<file path="config.mk">
export PLATFORM = sky130hd
export DESIGN_NAME = bcd_stopwatch_ctrl
export DESIGN_NICKNAME = d
export VERILOG_FILES = /design/src/rtl/bcd_pkg.sv /design/src/rtl/bcd_digit.sv /design/src/rtl/bcd_stopwatch_ctrl.sv
export SDC_FILE = /design/constraint.sdc
export NUM_CORES = 1
export LEC_CHECK = 0
export ABC_AREA = 1
export CAP_MARGIN = 15
export CORE_ASPECT_RATIO = 0.9
export CORE_UTILIZATION = 55
export CTS_CLUSTER_DIAMETER = 80
export DETAILED_ROUTE_END_ITERATION = 16
export PLACE_DENSITY = 0.84
export SYNTH_ARGS = -nofsm -noshare
export SYNTH_HDL_FRONTEND = slang
export SYNTH_SLANG_ARGS = --single-unit
</file>
<file path="constraint.sdc">
create_clock -name clk -period 3.39 [get_ports clk]
set_input_delay 0.339 -clock clk [delete_from_list [all_inputs] [get_ports clk]]
set_output_delay 0.339 -clock clk [all_outputs]
set_load 0.05 [all_outputs]
</file>
<file path="src/rtl/bcd_pkg.sv">
// Shared definitions for the BCD stopwatch controller.
//   state_t  : controller FSM state encoding (IDLE=0, RUN=1, PAUSE=2, LAP=3)
//   BCD_MAX  : largest legal value of a BCD digit
//   bcd_inc  : decimal increment of one digit with wrap from 9 to 0
package bcd_pkg;

    typedef enum logic [1:0] {
        IDLE  = 2'd0,
        RUN   = 2'd1,
        PAUSE = 2'd2,
        LAP   = 2'd3
    } state_t;

    localparam logic [3:0] BCD_MAX = 4'd9;

    // Anything at or above 9 wraps to 0, so the digit can never leave 0..9.
    function automatic logic [3:0] bcd_inc(input logic [3:0] d);
        return (d >= BCD_MAX) ? 4'd0 : d + 4'd1;
    endfunction

endpackage

</file>
<file path="src/rtl/bcd_digit.sv">
// One decade of the stopwatch counter.
//   clk      : clock, rising edge
//   rst_asyn : asynchronous active-high reset, forces q to 0
//   en       : advance this digit by one at the next edge
//   clr      : synchronous clear, has priority over en
//   q        : current BCD digit value (0..9)
//   carry    : en while the digit sits at 9, i.e. enable for the next digit
module bcd_digit
    import bcd_pkg::*;
(
    input  logic       clk,
    input  logic       rst_asyn,
    input  logic       en,
    input  logic       clr,
    output logic [3:0] q,
    output logic       carry
);

    always_ff @(posedge clk or posedge rst_asyn) begin
        if (rst_asyn) begin
            q <= 4'd0;
        end else if (clr) begin
            q <= 4'd0;
        end else if (en) begin
            q <= bcd_inc(q);
        end
    end

    assign carry = en && (q == BCD_MAX);

endmodule

</file>
<file path="src/rtl/bcd_stopwatch_ctrl.sv">
// BCD stopwatch controller: start/stop and lap/clear buttons drive a
// four-state FSM that gates a cascaded BCD counter and a lap snapshot.
//   clk        : clock, rising edge
//   rst_asyn   : asynchronous active-high reset
//   tick       : one-cycle count strobe (time base)
//   btn_ss     : start/stop button level (debounced)
//   btn_lc     : lap/clear button level (debounced)
//   disp       : displayed BCD value, digit 0 in bits [3:0] (registered)
//   running    : high in RUN or LAP (registered)
//   lap_active : high in LAP (registered)
//   overflow   : sticky flag, set when the count wraps from all 9s to 0
module bcd_stopwatch_ctrl
    import bcd_pkg::*;
#(
    parameter int NDIG = 4
) (
    input  logic              clk,
    input  logic              rst_asyn,
    input  logic              tick,
    input  logic              btn_ss,
    input  logic              btn_lc,
    output logic [4*NDIG-1:0] disp,
    output logic              running,
    output logic              lap_active,
    output logic              overflow
);

    state_t            state;
    logic              ss_reg;
    logic              lc_reg;
    logic              ss_ev;
    logic              lc_ev;
    logic              count_en;
    logic              clear;
    logic              wrap;
    logic [NDIG:0]     digit_en;
    logic [4*NDIG-1:0] count;
    logic [4*NDIG-1:0] count_next;
    logic [4*NDIG-1:0] live_next;
    logic [4*NDIG-1:0] lap_reg;

    // One event per rising edge of each button level. When both fire
    // together start/stop wins, so the lap/clear event is simply dropped.
    assign ss_ev = btn_ss && !ss_reg;
    assign lc_ev = btn_lc && !lc_reg && !ss_ev;

    // Counting depends only on the pre-edge state, so a tick arriving with
    // a RUN->PAUSE or LAP->PAUSE event is still counted.
    assign count_en = tick && ((state == RUN) || (state == LAP));
    assign clear    = lc_ev && ((state == IDLE) || (state == PAUSE));

    assign digit_en[0] = count_en;
    assign wrap        = digit_en[NDIG];

    generate
        for (genvar gi = 0; gi < NDIG; gi++) begin : g_digit
            bcd_digit u_digit (
                .clk      (clk),
                .rst_asyn (rst_asyn),
                .en       (digit_en[gi]),
                .clr      (clear),
                .q        (count[4*gi +: 4]),
                .carry    (digit_en[gi+1])
            );

            // Value the digit will hold after this edge (ignoring clear);
            // used for the lap snapshot and the registered display.
            assign count_next[4*gi +: 4] = digit_en[gi] ? bcd_inc(count[4*gi +: 4])
                                                         : count[4*gi +: 4];
        end
    endgenerate

    assign live_next = clear ? '0 : count_next;

    always_ff @(posedge clk or posedge rst_asyn) begin
        if (rst_asyn) begin
            state      <= IDLE;
            ss_reg     <= 1'b0;
            lc_reg     <= 1'b0;
            lap_reg    <= '0;
            overflow   <= 1'b0;
            disp       <= '0;
            running    <= 1'b0;
            lap_active <= 1'b0;
        end else begin
            ss_reg <= btn_ss;
            lc_reg <= btn_lc;

            if (clear) begin
                overflow <= 1'b0;
            end else if (wrap) begin
                overflow <= 1'b1;
            end

            // Display shows the post-edge live count unless we stay in or
            // enter LAP, which override below.
            disp <= live_next;

            case (state)
                IDLE: begin
                    if (ss_ev) begin
                        state   <= RUN;
                        running <= 1'b1;
                    end
                end
                RUN: begin
                    if (ss_ev) begin
                        state   <= PAUSE;
                        running <= 1'b0;
                    end else if (lc_ev) begin
                        // Snapshot includes a tick arriving on this edge.
                        state      <= LAP;
                        lap_active <= 1'b1;
                        lap_reg    <= count_next;
                        disp       <= count_next;
                    end
                end
                PAUSE: begin
                    if (ss_ev) begin
                        state   <= RUN;
                        running <= 1'b1;
                    end else if (lc_ev) begin
                        state <= IDLE;
                    end
                end
                LAP: begin
                    if (ss_ev) begin
                        state      <= PAUSE;
                        running    <= 1'b0;
                        lap_active <= 1'b0;
                    end else if (lc_ev) begin
                        state      <= RUN;
                        lap_active <= 1'b0;
                    end else begin
                        disp <= lap_reg;
                    end
                end
                default: begin
                    state      <= IDLE;
                    running    <= 1'b0;
                    lap_active <= 1'b0;
                end
            endcase
        end
    end

endmodule
</file>
==> flow_summary.toml <==
[routing]
via_per_inst = 5.10
drtAntennaViolNets = 0
dr.first_iter.drc_count = 116
firstDrtPassIters = 4
drc = 0
via_count = 2006
wire_per_inst_um = 12.2
wirelength_mm = 4.79

[sta]
tns_ps = 0
worst_pin_slew_ps = 504
finalCritPeriodShare_pct = 54.4
setup_viol = 0
max-slew-margin-rel_pct = 66.3
report.final.hold_viol_count = 0
hold_ws_ps = 253
max_freq_ghz = 0.542
maxSlewViolCount = 0
grt_setup_unrepaired = "false"
min_period_ps = 1850
finalClockSkew_ps = 14.0

[cts]
cts_htree_levels = 2
clk_latency_ps = 310
cts_hold_buf = 0
root_buffer = "clkbuf_8"
ctsResizeCount = 0
cts.sinks = 55
max-clock-path-buffers = 2
cts_setup_buffers = 0
numCtsBuffers = 5
cts_tree = "done"
cts.clk_slew.worst_paths_ps = 100

[floorplanning]
die_w_um = 75.4
num_rows = 23
ioPinCount = 24
fp.coreArea_um2 = 4550
start_util_pct = 58.7
die-area_um2 = 5140
die_y_um = 68.1

[setup_path]
crit_type = "flop to flop"
crit_path_frequent_cell = "nand2_1"
endpoint_kind = "flop"
cp.arrival_ps = 2060
cp_slowest_stage_delay_ps = 400
cp_cell_sequence = "inv_1 > ha_1 > nand2_1 > nor2_1 > nand3_2 > clkinv_2 > nand3_1 > nand2_1 > nor2_2 > nand2_1 > nand2_1"
crit_slowest_cell = "dfrtp_1"
crit_family = "simple AND/OR/NAND/NOR gates"
crit_fanout = 6
crit_path_start_kind = "flop"
cp_num_buf_inv = 2
cp.required_ps = 3600

[cells_and_area]
drive_above_1_share_pct = 14.8
fin_nets = 347
diodes = 0
area.growth.synth_to_final_pct = 13.5
fin_area_um2 = 3030
final_cell_mix = "nand2_1 (107), dfrtp_1 (55), inv_1 (28), clkdlybuf4s50_1 (23), nand3_1 (17)"
layout.cells.most_common = "nand2_1"

[global_route]
antenna_found_initial = 0
grt_start_max_net_pins = 56
grt_usage_pct = 21.1
grt_pass1_wl_mm = 7.90
overflow = 0
grt_pass1_vias = 1910

[synthesis]
postSynthCellCount = 305
synth-simple-area-share_pct = 27.4
ys_seq_area_share_pct = 51.5
yosys.cell_types.count = 29
synth-compound-area-share_pct = 6.89
synth_xor_area_share_pct = 0.984
yosys_warnings = 0
synth-seq-cells = 55
syn_nets = 322
synth_area_um2 = 2670
synth.mux.area_fraction_pct = 0
synth-adder-area-share_pct = 5.62
avgSynthCellArea_um2 = 8.75
synth_top_family_by_area = "simple AND/OR/NAND/NOR gates"

[status]
outcome = "finished clean"

[power_and_ir_drop]
p_switching_mw = 0.593
p_sw_share_pct = 36.1
intPower_mw = 1.05
peakVddDrop_mv = 0.382
seqPwrFrac_pct = 49.6
clkPwrFrac_pct = 22.0
p_comb_share_pct = 28.4
p_leak_nw = 1.54
power_mw = 1.64
power_density_nw_per_um2 = 542

[placement]
io_buffers = 23
dpl_cell_area_um2 = 2920
hpwl_mm = 3.45
gp_congestion = 0.844

[flow_run]
cap_violations = 0

[worst_hold_path]
hold_path.class = "input pin to async pin"
==> metrics by stage <==
step,utilization [%],setup WS [ps],std cells
2_1_floorplan,-,1710,305
3_3_place_gp,64.2,1420,384
3_5_place_dp,64.2,1380,384
4_1_cts,66.2,1540,392
5_1_grt,66.7,1360,393
6_report,66.7,1540,393
==> final cells by class <==
class                           instances  area, um2
Clock buffer                            5       68.8
Clock inverter                          3       22.5
Fill cell                             394       1520
Inverter                               37        145
Multi-Input combinational cell        207       1090
Sequential cell                        55       1380
Tap cell                               62       77.6
Timing Repair Buffer                   24        250
==> path summary, 6_finish.rpt <==
| check | startpoint | cells after the start | slack (ps) | to |
|---|---|---|---|---|
| setup / recovery | g_digit[1].u_digit.q[1] | 11 | 1540 | disp[11] |
| hold / removal | rst_asyn | 2 | 250 | running |
| setup reg to reg | g_digit[1].u_digit.q[1] | 11 | 1540 | disp[11] |
| hold reg to reg | lap_reg[1] | 2 | 480 | disp[1] |
| max in group asynchronous | rst_asyn | 3 | 2650 | lap_reg[15] |
| min in group clk | lap_reg[1] | 2 | 480 | disp[1] |
==> worst register-to-register path, delay by kind of cell, from the launching register on <==
family,cells,cell delay [ps]
adder cells (fa/ha/maj),1,190
buffers and inverters,2,270
flip-flops,1,400
AND/OR/NAND/NOR,8,900
==> cell usage after synthesis <==
master / instances / area share, %
xor2_1: 2 / 0.66
ha_1: 12 / 5.6
nor2_2: 12 / 2.8
o2bb2ai_1: 1 / 0.33
inv_1: 29 / 4.1
dfrtp_1: 55 / 52
nor2_4: 4 / 1.7
buf_6: 4 / 1.7
a21oi_2: 1 / 0.33
or2_2: 2 / 0.47
clkinv_2: 1 / 0.19
inv_2: 5 / 0.70
a21oi_1: 2 / 0.37
buf_4: 1 / 0.28
nand2_1: 107 / 15
nand3_2: 4 / 1.5
nand2_2: 4 / 0.94
nand4_1: 2 / 0.47
xnor2_1: 1 / 0.33
o211ai_1: 1 / 0.28
a31oi_1: 1 / 0.23
o21ai_0: 7 / 1.3
o21bai_2: 1 / 0.42
inv_4: 2 / 0.47
o21ai_1: 14 / 2.6
buf_2: 1 / 0.19
nand3_1: 17 / 3.2
nor2_1: 9 / 1.3
o21ai_2: 3 / 0.98
==> cell families (layout without fill, tap and decap cells) <==
group | count (synthesis) | count (layout)
simple gates | 161 | 161
flops | 55 | 55
buf+inv | 43 | 69
compound gates | 31 | 31
fa+ha+maj | 12 | 12
xor+xnor | 3 | 3
==> per-layer routing <==
| layer | track usage, % | wire [um] |
|---|---|---|
| met4 | 10.4 | 86 |
| met3 | 4.27 | 270 |
| met2 | 37.7 | 2400 |
| met1 | 24.1 | 2030 |
| met5 | 0 | 0 |
==> power groups by stage <==
stage               Clock [mW]  Combinational, mW  Sequential (mW)
finish                   0.361              0.467            0.815
global route             0.392              0.519            0.826
CTS                      0.371              0.468            0.815
detailed placement           0              0.467            0.827
global placement             0              0.451            0.825
floorplan                    0              0.239            0.932
Note: power is estimated with default switching activity, not from simulation.
